[src/rtl/sdpram_fifo_ctrl_if.sv]
// sdpram_fifo_ctrl_if: FIFO streams, status and RAM port signals of sdpram_fifo_ctrl
// hwm exists only when SDPRAM_FIFO_HWM_EN is defined
interface sdpram_fifo_ctrl_if #(parameter int ADDR_W = 10, parameter int DATA_W = 32);
  logic wr_valid, wr_ready, rd_valid, rd_ready, full, empty, ram_wena, ram_renb;
  logic [DATA_W-1:0] wr_data, rd_data, ram_dina, ram_doutb;
  logic [ADDR_W-1:0] ram_addra, ram_addrb;
  logic [ADDR_W:0] level;
`ifdef SDPRAM_FIFO_HWM_EN
  logic [ADDR_W:0] hwm;
`endif
  modport slave (
    input wr_valid, wr_data, rd_ready, ram_doutb,
    output wr_ready, rd_valid, rd_data, level, full, empty,
    output ram_wena, ram_addra, ram_dina, ram_renb, ram_addrb
`ifdef SDPRAM_FIFO_HWM_EN
    , output hwm
`endif
  );
  modport master (
    output wr_valid, wr_data, rd_ready, ram_doutb,
    input wr_ready, rd_valid, rd_data, level, full, empty,
    input ram_wena, ram_addra, ram_dina, ram_renb, ram_addrb
`ifdef SDPRAM_FIFO_HWM_EN
    , input hwm
`endif
  );
endinterface

[src/rtl/sdpram_fifo_ctrl.sv]
// sdpram_fifo_ctrl: first-word-fall-through FIFO controller driving a 1-cycle-latency SDP RAM
// Define SDPRAM_FIFO_HWM_EN to add the hwm high-water-mark register and port.
module sdpram_fifo_ctrl #(
  parameter int ADDR_W = 10,
  parameter int DATA_W = 32
) (
  input logic clk,
  input logic rst,
  sdpram_fifo_ctrl_if.slave f
);
  localparam int LW = ADDR_W + 1;
  localparam int DEPTH = 2 ** ADDR_W;
  logic [ADDR_W-1:0] wptr_q, wptr_d, rptr_q, rptr_d;
  logic [ADDR_W:0] ram_cnt_q, ram_cnt_d, level_q, level_d;
  logic [1:0] obuf_cnt_q, obuf_cnt_d, cnt_p;
  logic inflight_q, inflight_d, full_q, full_d, empty_q, empty_d;
  logic [DATA_W-1:0] b0_q, b0_d, b1_q, b1_d;
  logic push, pop, issue;
`ifdef SDPRAM_FIFO_HWM_EN
  logic [ADDR_W:0] hwm_q, hwm_d;
`endif
  always_comb begin
    push = f.wr_valid && !full_q;
    pop = (obuf_cnt_q != 2'd0) && f.rd_ready;
    // keep buffered + in-flight words within the 2-entry output buffer
    issue = (ram_cnt_q != '0) && ((obuf_cnt_q + {1'b0, inflight_q} - {1'b0, pop}) < 2'd2);
    wptr_d = wptr_q + ADDR_W'(push);
    rptr_d = rptr_q + ADDR_W'(issue);
    ram_cnt_d = ram_cnt_q + LW'(push) - LW'(issue);
    level_d = level_q + LW'(push) - LW'(pop);
    full_d = level_d == LW'(DEPTH);
    empty_d = level_d == '0;
    inflight_d = issue;
    cnt_p = obuf_cnt_q - {1'b0, pop};
    b0_d = (inflight_q && cnt_p == 2'd0) ? f.ram_doutb : pop ? b1_q : b0_q;
    b1_d = (inflight_q && cnt_p == 2'd1) ? f.ram_doutb : b1_q;
    obuf_cnt_d = cnt_p + {1'b0, inflight_q};
`ifdef SDPRAM_FIFO_HWM_EN
    hwm_d = (level_q > hwm_q) ? level_q : hwm_q;
`endif
  end
  always_ff @(posedge clk or posedge rst)
    if (rst) begin
      wptr_q <= '0;
      rptr_q <= '0;
      ram_cnt_q <= '0;
      level_q <= '0;
      obuf_cnt_q <= '0;
      inflight_q <= 1'b0;
      full_q <= 1'b0;
      empty_q <= 1'b1;
      b0_q <= '0;
      b1_q <= '0;
`ifdef SDPRAM_FIFO_HWM_EN
      hwm_q <= '0;
`endif
    end else begin
      wptr_q <= wptr_d;
      rptr_q <= rptr_d;
      ram_cnt_q <= ram_cnt_d;
      level_q <= level_d;
      obuf_cnt_q <= obuf_cnt_d;
      inflight_q <= inflight_d;
      full_q <= full_d;
      empty_q <= empty_d;
      b0_q <= b0_d;
      b1_q <= b1_d;
`ifdef SDPRAM_FIFO_HWM_EN
      hwm_q <= hwm_d;
`endif
    end
  assign f.wr_ready = !full_q;
  assign f.rd_valid = obuf_cnt_q != 2'd0;
  assign f.rd_data = b0_q;
  assign f.level = level_q;
  assign f.full = full_q;
  assign f.empty = empty_q;
  assign f.ram_wena = push;
  assign f.ram_addra = wptr_q;
  assign f.ram_dina = f.wr_data;
  assign f.ram_renb = issue;
  assign f.ram_addrb = rptr_q;
`ifdef SDPRAM_FIFO_HWM_EN
  assign f.hwm = hwm_q;
`endif
endmodule

[src/flat_wrapper.sv]
// flat-port wrapper written by rule: the top's interface ports become plain ports
module sdpram_fifo_ctrl_flat 
#(
  parameter int ADDR_W = 10,
  parameter int DATA_W = 32
)
  (clk, rst, f_wr_valid, f_wr_data, f_rd_ready, f_ram_doutb, f_wr_ready, f_rd_valid, f_rd_data, f_level, f_full, f_empty, f_ram_wena, f_ram_addra, f_ram_dina, f_ram_renb, f_ram_addrb);
  sdpram_fifo_ctrl_if #(.ADDR_W(ADDR_W), .DATA_W(DATA_W)) f_i ();
  input logic clk;
  input logic rst;
  input wire logic [$bits(f_i.wr_valid)-1:0] f_wr_valid;
  input wire logic [$bits(f_i.wr_data)-1:0] f_wr_data;
  input wire logic [$bits(f_i.rd_ready)-1:0] f_rd_ready;
  input wire logic [$bits(f_i.ram_doutb)-1:0] f_ram_doutb;
  output wire logic [$bits(f_i.wr_ready)-1:0] f_wr_ready;
  output wire logic [$bits(f_i.rd_valid)-1:0] f_rd_valid;
  output wire logic [$bits(f_i.rd_data)-1:0] f_rd_data;
  output wire logic [$bits(f_i.level)-1:0] f_level;
  output wire logic [$bits(f_i.full)-1:0] f_full;
  output wire logic [$bits(f_i.empty)-1:0] f_empty;
  output wire logic [$bits(f_i.ram_wena)-1:0] f_ram_wena;
  output wire logic [$bits(f_i.ram_addra)-1:0] f_ram_addra;
  output wire logic [$bits(f_i.ram_dina)-1:0] f_ram_dina;
  output wire logic [$bits(f_i.ram_renb)-1:0] f_ram_renb;
  output wire logic [$bits(f_i.ram_addrb)-1:0] f_ram_addrb;
  assign f_i.wr_valid = f_wr_valid;
  assign f_i.wr_data = f_wr_data;
  assign f_i.rd_ready = f_rd_ready;
  assign f_i.ram_doutb = f_ram_doutb;
  assign f_wr_ready = f_i.wr_ready;
  assign f_rd_valid = f_i.rd_valid;
  assign f_rd_data = f_i.rd_data;
  assign f_level = f_i.level;
  assign f_full = f_i.full;
  assign f_empty = f_i.empty;
  assign f_ram_wena = f_i.ram_wena;
  assign f_ram_addra = f_i.ram_addra;
  assign f_ram_dina = f_i.ram_dina;
  assign f_ram_renb = f_i.ram_renb;
  assign f_ram_addrb = f_i.ram_addrb;
  sdpram_fifo_ctrl #(.ADDR_W(ADDR_W), .DATA_W(DATA_W)) u_core (.clk(clk), .rst(rst), .f(f_i));
endmodule
[config.mk]
export PLATFORM = sky130hd
export DESIGN_NAME = sdpram_fifo_ctrl_flat
export DESIGN_NICKNAME = d
export VERILOG_FILES = /design/src/rtl/sdpram_fifo_ctrl_if.sv /design/src/rtl/sdpram_fifo_ctrl.sv /design/src/flat_wrapper.sv
export SDC_FILE = /design/constraint.sdc
export NUM_CORES = 1
export LEC_CHECK = 0
export ABC_AREA = 0
export BUFFER_PORTS_ARGS = -buffer_cell sky130_fd_sc_hd__buf_2
export CAP_MARGIN = 0
export CORE_ASPECT_RATIO = 1.75
export CORE_MARGIN = 1
export CORE_UTILIZATION = 58
export CTS_BUF_LIST = sky130_fd_sc_hd__clkbuf_4 sky130_fd_sc_hd__clkbuf_8
export CTS_CLUSTER_SIZE = 20
export DETAILED_ROUTE_END_ITERATION = 12
export PLACE_DENSITY = 0.95
export SETUP_SLACK_MARGIN = 0.3
export SYNTH_ARGS = -nofsm -noshare
export SYNTH_HDL_FRONTEND = slang
export SYNTH_SLANG_ARGS = --single-unit
[constraint.sdc]
create_clock -name clk -period 6.6 [get_ports clk]
set_clock_uncertainty 0.2 [all_clocks]
set_input_delay 0.66 -clock clk [delete_from_list [all_inputs] [get_ports clk]]
set_output_delay 0.66 -clock clk [all_outputs]
set_load 0.02 [all_outputs]
==> out/qor.yml <==
status: "finished, final reports clean"
power_frac_clock_pct: 11.3
track_usage_pct: 23.7
syn_area_um2: 5550
post_cts_resized: 0
postLayoutCellArea_um2: 6160
nets: 671
hold_buffers: 0
period_share_pct: 64.1
antenna_cells: 0
powerDensity_nw_per_um2: 603
finalSetupViolCount: 0
p_sw_share_pct: 43.6
first_pass_iters: 4
dieArea_um2: 9980
numCtsBuffers: 9
antenna_found_initial: 0
max_slew_margin_pct: 27.8
synth_cells: 499
cp.required_ps: 6700
ant_nets: 0
dp_hpwl_um: 8280
grt_setup_unrepaired: "no"
clk_latency_ps: 380
synth_cell_types: 42
async_reset_ff_share_pct: 100
startpoint_type: "flop"
maxCapViolations: 0
timing.hold.ws_ps: 20.8
synth_edf_count: 0
syn_avg_cell_area_um2: 11.1
grt_max_degree: 89
slew_viol_final: 0
fp.dieH_um: 131
avgViaCountPerCell: 5.53
num_vias: 3851
cp_max_fo: 33
max_freq_mhz: 236
start_util_pct: 60.7
overflow: 0
totalWireLength_um: 11300
worst_pin_slew_ps: 1080
yosys_warnings: 0
first_global_vias: 4139
drt-initial-drc-count: 213
syn_to_final_growth_pct: 11.0
seqPwrFrac_pct: 33.8
drc: 0
seq_area_frac_synth_pct: 50.1
endpoint_kind: "flop"
worst_ep_arrival_time_ps: 4340
clock_sinks: 111
internal-power_w: 0.00210
irDropWorstVdd_v: 0.000388
cpPeakStageDelay_ps: 470
root_buffer: "clkbuf_8"
gp_congestion: 0.820
ys_ff_latch: 111
coreArea_um2: 9150
dpl_cell_area_um2: 5960
crit_slowest_cell: "buf_4"
rrSetupSlack_ps: 2370
setup_tns_ps: 0
grt_pass1_wl_um: 18900
num_rows: 46
hold_class: "input port to async pin"
cts_setup_buffers: 0
finalHoldViolations: 0
period_needed_ps: 4230
drive_above_1_share_pct: 28.8
p_switching_w: 0.00162
r2r_end: "u_core.f.empty"
ioPinCount: 169
die_w_um: 75.9
port_buffers: 104
critical_path_class: "flop to flop"
combPwrFrac_pct: 54.9
worstRegToRegCells: 14
cts_tree: "yes"
path_cells: "or2_2, nand2_2, buf_4, inv_1, ha_1, inv_1, ha_1, fa_1, a211oi_1, o21ai_1, a31oi_1, xnor2_1, or3_1, nor3_1"
final_core_util_pct: 67.3
r2r_start: "u_core.obuf_cnt_q[1]"
wire_per_inst_um: 16.3
htree_levels: 3
clock_path_buffers: 2
clk_pin_slew_ps: 100
synth_flop_cell: "dfrtp_1"
syn_nets: 598
power.leakage_nw: 3.09
## cell families after synthesis
group                    count (synthesis)  share of synthesized area (%)
adder cells (fa/ha/maj)                 31                           7.26
AO/OA/AOI/OAI                           74                           7.71
multiplexers                            67                           12.8
AND/OR/NAND/NOR                         99                           8.57
XOR/XNOR                                38                           6.00
buffers and inverters                   79                           7.57
flip-flops                             111                           50.1
## cells in the mapped netlist (all sizes together) (7+ instances only)
library cell | n | area, um2
dfrtp | 110 | 2750
nand2 | 46 | 173
o21ai | 41 | 205
buf | 38 | 267
inv | 34 | 128
mux2i | 34 | 340
mux2 | 33 | 372
ha | 29 | 363
xnor2 | 27 | 236
a21oi | 13 | 68.8
nand3 | 13 | 65.1
xor2 | 11 | 96.3
nor2 | 10 | 37.5
clkbuf | 7 | 26.3
## layer usage
layer,wire length [um],global-route usage (%),up-vias
met5,0,0,-
met4,312,11.1,0
met3,551,5.21,30
met2,6230,44.2,113
met1,4240,24.8,1906
li1,-,-,1802
## placed cells by master (no fill, tap or decap), drive strengths merged, types with 2 or more instances in the layout
cell and count:
nor2 10, a31oi 2, nor3 5, or2 2, a21oi 13, nand2 46
clkbuf 10, nand3 13, o21ai 41, o21bai 3, mux2 33, mux2i 34
and3b 2, nor2b 3, o21a 4, a21o 4, inv 36, xor2 11
and3 3, or3 3, nand2b 5, nand4 2, ha 29, dfrtp 110
xnor2 27, or4 2, buf 107, a211oi 3, fa 2
## through the flow
stage | setup slack (ps) | total power, W | cells
after floorplan | 2810 | 0.00278 | 499
after global placement | 2530 | 0.00315 | 681
after detailed placement | 2410 | 0.00329 | 681
after CTS | 2420 | 0.00372 | 696
after global routing | 2150 | 0.00397 | 696
final | 2370 | 0.00371 | 696
## how the worst max path moves through the flow
stage / to / start / slack [ps] / depth (start not counted)
floorplan: u_core.b1_q[0] / rst / 2810 / 1
global placement: u_core.f.empty / f_rd_ready / 2530 / 14
detailed placement: u_core.f.empty / f_rd_ready / 2410 / 14
CTS: u_core.f.empty / u_core.obuf_cnt_q[1] / 2420 / 14
global route: u_core.f.empty / u_core.obuf_cnt_q[1] / 2150 / 14
finish: u_core.f.empty / u_core.obuf_cnt_q[1] / 2370 / 14
## cell type report
class	instances	area, um2
multi-input cells	309	2350
inverters	34	130
clock inverters	5	63.8
clock buffers	10	138
fillers	633	2990
well taps	120	150
repair buffers	107	543
flip-flops and latches	111	2780
## power by group through the flow
| stage | clock network [W] | registers (W) | logic (W) |
|---|---|---|---|
| floorplan | 0 | 0.00143 | 0.00135 |
| global placement | 0 | 0.00124 | 0.00191 |
| detailed placement | 0 | 0.00127 | 0.00203 |
| CTS | 0.000427 | 0.00125 | 0.00204 |
| global route | 0.000451 | 0.00130 | 0.00223 |
| finish | 0.000419 | 0.00126 | 0.00204 |
## flip-flops by register name (all words and copies together), names as in the netlist
name	count
u_core.f.ram_addrb	10
u_core.f.ram_addra	10
u_core.inflight_q	1
u_core.ram_cnt_q	11
u_core.f.level	11
u_core.f.full	1
u_core.obuf_cnt_q	2
u_core.f.rd_data	32
u_core.f.empty	1
u_core.b1_q	32
## critical path: cells and delay by family (launching register included)
family | cells | cell delay, ps
AOI/OAI and AO/OA | 3 | 760
xor gates and xnor gates | 1 | 130
adders and majority gates | 3 | 960
buffers and inverters | 3 | 640
DFF | 1 | 450
and+or+nand+nor | 4 | 1030
No activity file was read; power rests on OpenSTA's default activity.
